[src/rtl/mb_rx_flit_assembler.sv]
// Mainband receive flit assembler: checks valid-lane framing, deserialises 8-UI byte groups
// into FLIT_BYTES-byte flits (optional lane reversal) and buffers them in a small flit FIFO.
module mb_rx_flit_assembler #(
  parameter int NUM_LANES      = 16,
  parameter int FLIT_BYTES     = 64,
  parameter int FLIT_BUF_DEPTH = 4
) (
  input  logic                              clk,
  input  logic                              reset,
  input  logic                              ui_en_i,
  input  logic                              valid_i,
  input  logic [NUM_LANES-1:0]              data_i,
  input  logic                              lane_rev_i,
  output logic                              flit_valid_o,
  input  logic                              flit_ready_i,
  output logic [FLIT_BYTES*8-1:0]           flit_data_o,
  output logic                              frame_err_o,
  output logic                              overflow_o,
  output logic [7:0]                        drop_cnt_o,
  output logic [$clog2(FLIT_BUF_DEPTH):0]   level_o
);
  localparam int GROUPS = FLIT_BYTES / NUM_LANES;
  localparam int GW     = (GROUPS > 1) ? $clog2(GROUPS) : 1;
  localparam int PW     = $clog2(FLIT_BUF_DEPTH);
  localparam int LW     = PW + 1;
  localparam int FW     = FLIT_BYTES * 8;

  typedef enum logic [1:0] {
    ST_IDLE   = 2'd0,
    ST_RECV   = 2'd1,
    ST_RESYNC = 2'd2
  } state_e;

  state_e          state_q, state_d;
  logic [2:0]      ui_q, ui_d;
  logic [GW-1:0]   grp_q, grp_d;
  logic            rev_q, rev_d;
  logic [FW-1:0]   part_q, part_d;
  logic            push_q, push_d;
  logic            ferr_q, ferr_d;

  logic [FW-1:0]   mem_q [FLIT_BUF_DEPTH];
  logic [PW-1:0]   wr_ptr_q, rd_ptr_q;
  logic [LW-1:0]   cnt_q;
  logic            ovf_q;
  logic [7:0]      drop_q;
  logic            pop_s, full_s, wr_s, drop_s;

  // Scatter one UI's lane bits into their flit byte positions (bit ui of each byte).
  function automatic logic [FW-1:0] put_bits(input logic [FW-1:0] f, input logic [NUM_LANES-1:0] d,
                                             input int grp, input int ui, input logic rev);
    logic [FW-1:0] r;
    int lb;
    r = f;
    for (int l = 0; l < NUM_LANES; l++) begin
      lb = rev ? (NUM_LANES - 1 - l) : l;
      r[(grp * NUM_LANES + lb) * 8 + ui] = d[l];
    end
    return r;
  endfunction

  always_ff @(posedge clk) begin
    if (reset) begin
      state_q <= ST_IDLE;
      ui_q    <= 3'd0;
      grp_q   <= '0;
      rev_q   <= 1'b0;
      part_q  <= '0;
      push_q  <= 1'b0;
      ferr_q  <= 1'b0;
    end else begin
      state_q <= state_d;
      ui_q    <= ui_d;
      grp_q   <= grp_d;
      rev_q   <= rev_d;
      part_q  <= part_d;
      push_q  <= push_d;
      ferr_q  <= ferr_d;
    end
  end

  always_comb begin
    state_d = state_q;
    ui_d    = ui_q;
    grp_d   = grp_q;
    rev_d   = rev_q;
    part_d  = part_q;
    push_d  = 1'b0;
    ferr_d  = 1'b0;
    case (state_q)
      ST_IDLE: begin
        if (ui_en_i && valid_i) begin
          rev_d   = lane_rev_i;
          part_d  = put_bits(part_q, data_i, 0, 0, lane_rev_i);
          ui_d    = 3'd1;
          grp_d   = '0;
          state_d = ST_RECV;
        end else begin
          state_d = ST_IDLE;
        end
      end
      ST_RECV: begin
        // UI0..3 must carry valid=1, UI4..7 valid=0; anything else abandons the flit.
        if (!ui_en_i) begin
          state_d = ST_RECV;
        end else if (valid_i != (ui_q < 3'd4)) begin
          ferr_d  = 1'b1;
          state_d = ST_RESYNC;
        end else begin
          part_d = put_bits(part_q, data_i, int'(grp_q), int'(ui_q), rev_q);
          ui_d   = ui_q + 3'd1;
          if (ui_q == 3'd7) begin
            if (grp_q == GW'(GROUPS - 1)) begin
              push_d  = 1'b1;
              state_d = ST_IDLE;
            end else begin
              grp_d = grp_q + GW'(1);
            end
          end else begin
            grp_d = grp_q;
          end
        end
      end
      ST_RESYNC: begin
        if (ui_en_i && !valid_i) begin
          state_d = ST_IDLE;
        end else begin
          state_d = ST_RESYNC;
        end
      end
      default: state_d = ST_IDLE;
    endcase
  end

  assign pop_s  = (cnt_q != '0) && flit_ready_i;
  assign full_s = (cnt_q == LW'(FLIT_BUF_DEPTH));
  assign wr_s   = push_q && (!full_s || pop_s);
  assign drop_s = push_q && full_s && !pop_s;

  always_ff @(posedge clk) begin
    if (reset) begin
      for (int i = 0; i < FLIT_BUF_DEPTH; i++) mem_q[i] <= '0;
      wr_ptr_q <= '0;
      rd_ptr_q <= '0;
      cnt_q    <= '0;
      ovf_q    <= 1'b0;
      drop_q   <= 8'd0;
    end else begin
      ovf_q <= drop_s;
      if (wr_s) begin
        mem_q[wr_ptr_q] <= part_q;
        wr_ptr_q        <= wr_ptr_q + PW'(1);
      end
      if (pop_s) rd_ptr_q <= rd_ptr_q + PW'(1);
      case ({wr_s, pop_s})
        2'b10:   cnt_q <= cnt_q + LW'(1);
        2'b01:   cnt_q <= cnt_q - LW'(1);
        default: cnt_q <= cnt_q;
      endcase
      if (drop_s && (drop_q != 8'hFF)) drop_q <= drop_q + 8'd1;
    end
  end

  assign flit_valid_o = (cnt_q != '0);
  assign flit_data_o  = mem_q[rd_ptr_q];
  assign level_o      = cnt_q;
  assign frame_err_o  = ferr_q;
  assign overflow_o   = ovf_q;
  assign drop_cnt_o   = drop_q;
endmodule

[config.mk]
export PLATFORM = sky130hd
export DESIGN_NAME = mb_rx_flit_assembler
export DESIGN_NICKNAME = d
export VERILOG_FILES = /design/src/rtl/mb_rx_flit_assembler.sv
export SDC_FILE = /design/constraint.sdc
export NUM_CORES = 2
export LEC_CHECK = 0
export ABC_CLOCK_PERIOD_IN_PS = 40100
export CAP_MARGIN = 10
export CORE_ASPECT_RATIO = 1.25
export CORE_MARGIN = 2
export CORE_UTILIZATION = 55
export CTS_CLUSTER_DIAMETER = 120
export DETAILED_ROUTE_END_ITERATION = 7
export HOLD_SLACK_MARGIN = 0.03
export PLACE_DENSITY = 0.83
export SLEW_MARGIN = 0
export SYNTH_ARGS = -nofsm -noshare
export SYNTH_HDL_FRONTEND = slang
export SYNTH_SLANG_ARGS = --single-unit
[constraint.sdc]
create_clock -name clk -period 40.1 [get_ports clk]
set_input_delay 4.01 -clock clk [delete_from_list [all_inputs] [get_ports clk]]
set_output_delay 4.01 -clock clk [all_outputs]
set_load 0.01 [all_outputs]
==> impl_metrics.yaml <==
power_and_ir_drop:
  power.total_mw: 5.535
  p_per_area_nw_per_um2: 45.92
  leakage_nw: 41.61
  ir_worst_vdd_uv: 42.15
clocking:
  ctsHtreeMaxLevel: 4
  post-cts-setup-buffer-count: 0
  clk_path_buf_depth: 3
  postCtsHoldBufs: 0
  cts_tree: "yes"
  clk_pin_slew_worst_paths_ns: 0.07
  cts_root_buf: "clkbuf_16"
  cts.sinks: 2588
  cts_resized: 0
  clk_latency_ns: 0.91
  numCtsBuffers: 228
floorplan:
  initial_core_util_pct: 55.25
  design.die.area_um2: 194300
  ios: 548
  core_um2: 189900
  num_rows: 179
  die_w_um: 394.7
  chipHeight_um: 492.3
min_path:
  hold_path_class: "flop to flop"
run:
  cap_viol_max_count: 0
timing:
  rsz0062_at_grt: "false"
  hold_violations: 0
  setup_viol: 0
  setup_tns_ns: 0
  worstMarginPinSlew_ns: 1.265
  drv_slew: 0
  slew_headroom_pct: 15.34
  fin_crit_ns: 10.35
  fmax_ghz: 0.09666
  period_share_pct: 25.80
  finalClockSkew_ns: 0.09141
finish:
  nets: 7848
  syn_to_final_growth_pct: 14.88
  layout-drive-gt1-share_pct: 13.29
setup_path:
  required_ns: 36.09
  rrSetupSlack_ns: 34.72
  r2r-start: "level_o[1]$_SDFFE_PP0P_"
  end_kind: "primary output"
  regToRegEndpoint: "mem_q[1][68]$_SDFFCE_PN0P_"
  worstSetupPathType: "flop to primary output"
  crit_arrival_ns: 6.34
  critPathCapture: "flit_data_o[287]"
  cp-start-kind: "flop"
  cp_max_fo: 48
  worstRegToRegCells: 6
grt:
  grt_max_degree: 218
  grt_pass1_vias: 64500
  grt_pass1_wl_mm: 416.4
  use_met2_pct: 45.90
  grt_overflow: 0
  grt.busiest_layer: "met2"
  grtUsageMet3_pct: 7.780
  grt_util_all_layers_pct: 28.91
  met1_usage_pct: 37.96
  grt_antenna_before_repair: 19
route:
  drc: 0
  viasPerCell: 6.108
  wl_per_cell_um: 26.92
  detail-route-antenna-nets: 0
  vias: 64530
  drtPass1Iterations: 6
  drt_iter0_drc: 8559
  wl_mm: 284.4
synthesis:
  syn_inst: 7488
  synth_top_area_cell: "edfxtp_1"
  ys.flop_type: "edfxtp_1"
  syn_area_um2: 104900
  synth_cell_types: 68
  synth-edff-count: 2048
  synth-seq-cells: 2588
  synth_warnings: 0
  synth_top_area_share_pct: 58.61
  synthTopCellsByArea: "edfxtp_1 59%, mux4_2 11%, dfxtp_1 10%"
  avgSynthCellArea_um2: 14.01
  synth_seq_area_share_pct: 68.92
  async_flop_share_pct: 0
  syn-num-nets: 7519
placement:
  dp_hpwl_mm: 159.4
  io_buffer_count: 547
  gp_congestion: 0.8300
status:
  status: "complete, no violations"
## registers in the layout (all words and copies together) (netlist names), 2 cells and up, named ones only
signal      cells
ui_q            3
drop_cnt_o      8
state_q         2
level_o         3
grp_q           2
mem_q        2048
wr_ptr_q        2
rd_ptr_q        2
part_q        512
## final cells by class
cell class	count	area, um^2
diodes	9	22.52
clock buffers	329	6499
repair buffers	671	6556
inverters	509	1911
fillers	12980	69390
clock inverters	107	1315
well taps	2534	3171
flip-flops and latches	2588	72320
multi-input cells	3819	28740
## per-layer routing
layer  vias to the layer above  part of all wire [%]
met5                         -                 0.041
met4                        20                   4.5
met3                       630                    13
met2                      4166                    48
met1                     32320                    35
li1                      27400                     -
## cells in the final DEF (no fill, tap or decap), types with 9 or more instances in the layout
master           instances
mux2i_1                 20
and2_1                 528
diode_2                  9
nor2_1                1504
clkbuf_16              231
a21oi_1                 16
bufinv_16               19
dfxtp_1                537
clkinv_2                41
clkinv_16                9
a211oi_1               489
buf_12                  10
a32o_1                  15
nand2b_1                12
clkbuf_8                35
clkinv_1                17
buf_4                  113
clkbuf_1                63
mux2i_4                 16
edfxtp_1              2048
a221o_1                 15
nor3_4                  25
nand2_1                526
and3_1                  32
clkdlybuf4s50_1        546
mux4_2                 512
inv_1                  509
## stage by stage
step | std cells | cell area, um^2 | util, % | hold WS [ns] | setup WS, ns
global route | 10560 | 120500 | 63.45 | 0.5229 | 29.11
detailed placement | 10120 | 112700 | 59.32 | 0.4738 | 30.44
floorplan | 7488 | 104900 | - | 0.4405 | 10.89
CTS | 10560 | 120500 | 63.44 | 0.4933 | 29.46
global placement | 10120 | 112700 | 59.32 | 0.4855 | 30.49
finish | 10570 | 120500 | 63.46 | 0.5008 | 29.75
## cell families after synthesis
| group | synth area share (%) |
|---|---|
| buffers and inverters | 4.070 |
| XOR/XNOR | 0.07513 |
| AND/OR/NAND/NOR | 11.39 |
| multiplexers | 11.37 |
| adder cells (fa/ha/maj) | 0.1145 |
| AO/OA/AOI/OAI | 4.065 |
| flip-flops | 68.92 |
## Yosys cell counts (5+ instances only)
| library cell | count |
|---|---|
| buf_2 | 157 |
| mux4_2 | 512 |
| buf_1 | 29 |
| mux2i_1 | 36 |
| dfxtp_1 | 540 |
| a211oi_1 | 489 |
| clkbuf_1 | 383 |
| a31oi_1 | 5 |
| nor2b_1 | 5 |
| nor3_4 | 8 |
| nor2_1 | 1504 |
| nand2_1 | 526 |
| inv_1 | 509 |
| edfxtp_1 | 2048 |
| and2_1 | 528 |
| nand3_1 | 5 |
| nor3_2 | 18 |
| a21oi_1 | 16 |
| nor3_1 | 13 |
| xor2_1 | 7 |
| a221o_1 | 15 |
| a32o_1 | 15 |
| nand2b_1 | 14 |
| ha_1 | 8 |
| and3_1 | 32 |
## worst min-delay path by stage
stage	startpoint	endpoint	slack, ns	depth (start not counted)
6_report	part_q[3]$_SDFFE_PP0P_	part_q[3]$_SDFFE_PP0P_	0.50	2
5_1_grt	part_q[138]$_SDFFE_PP0P_	part_q[138]$_SDFFE_PP0P_	0.52	2
4_1_cts	part_q[3]$_SDFFE_PP0P_	part_q[3]$_SDFFE_PP0P_	0.49	2
3_5_place_dp	part_q[3]$_SDFFE_PP0P_	part_q[3]$_SDFFE_PP0P_	0.47	2
3_3_place_gp	part_q[3]$_SDFFE_PP0P_	part_q[3]$_SDFFE_PP0P_	0.49	2
2_1_floorplan	part_q[176]$_SDFFE_PP0P_	part_q[176]$_SDFFE_PP0P_	0.44	2
## worst max-delay path, stage by stage, from the launching register on
cell and delay, ns:
dfxtp_4 0.91, buf_4 0.88, buf_4 0.88, buf_4 0.82, buf_4 0.62, mux4_2 0.58, clkdlybuf4s50_1 0.51
## power by group
group,switching (mW),internal (mW)
sequential,0.0404,2.99
combinational,0.150,0.0919
clock,0.999,1.26
Power figures use the tool's default switching activity.
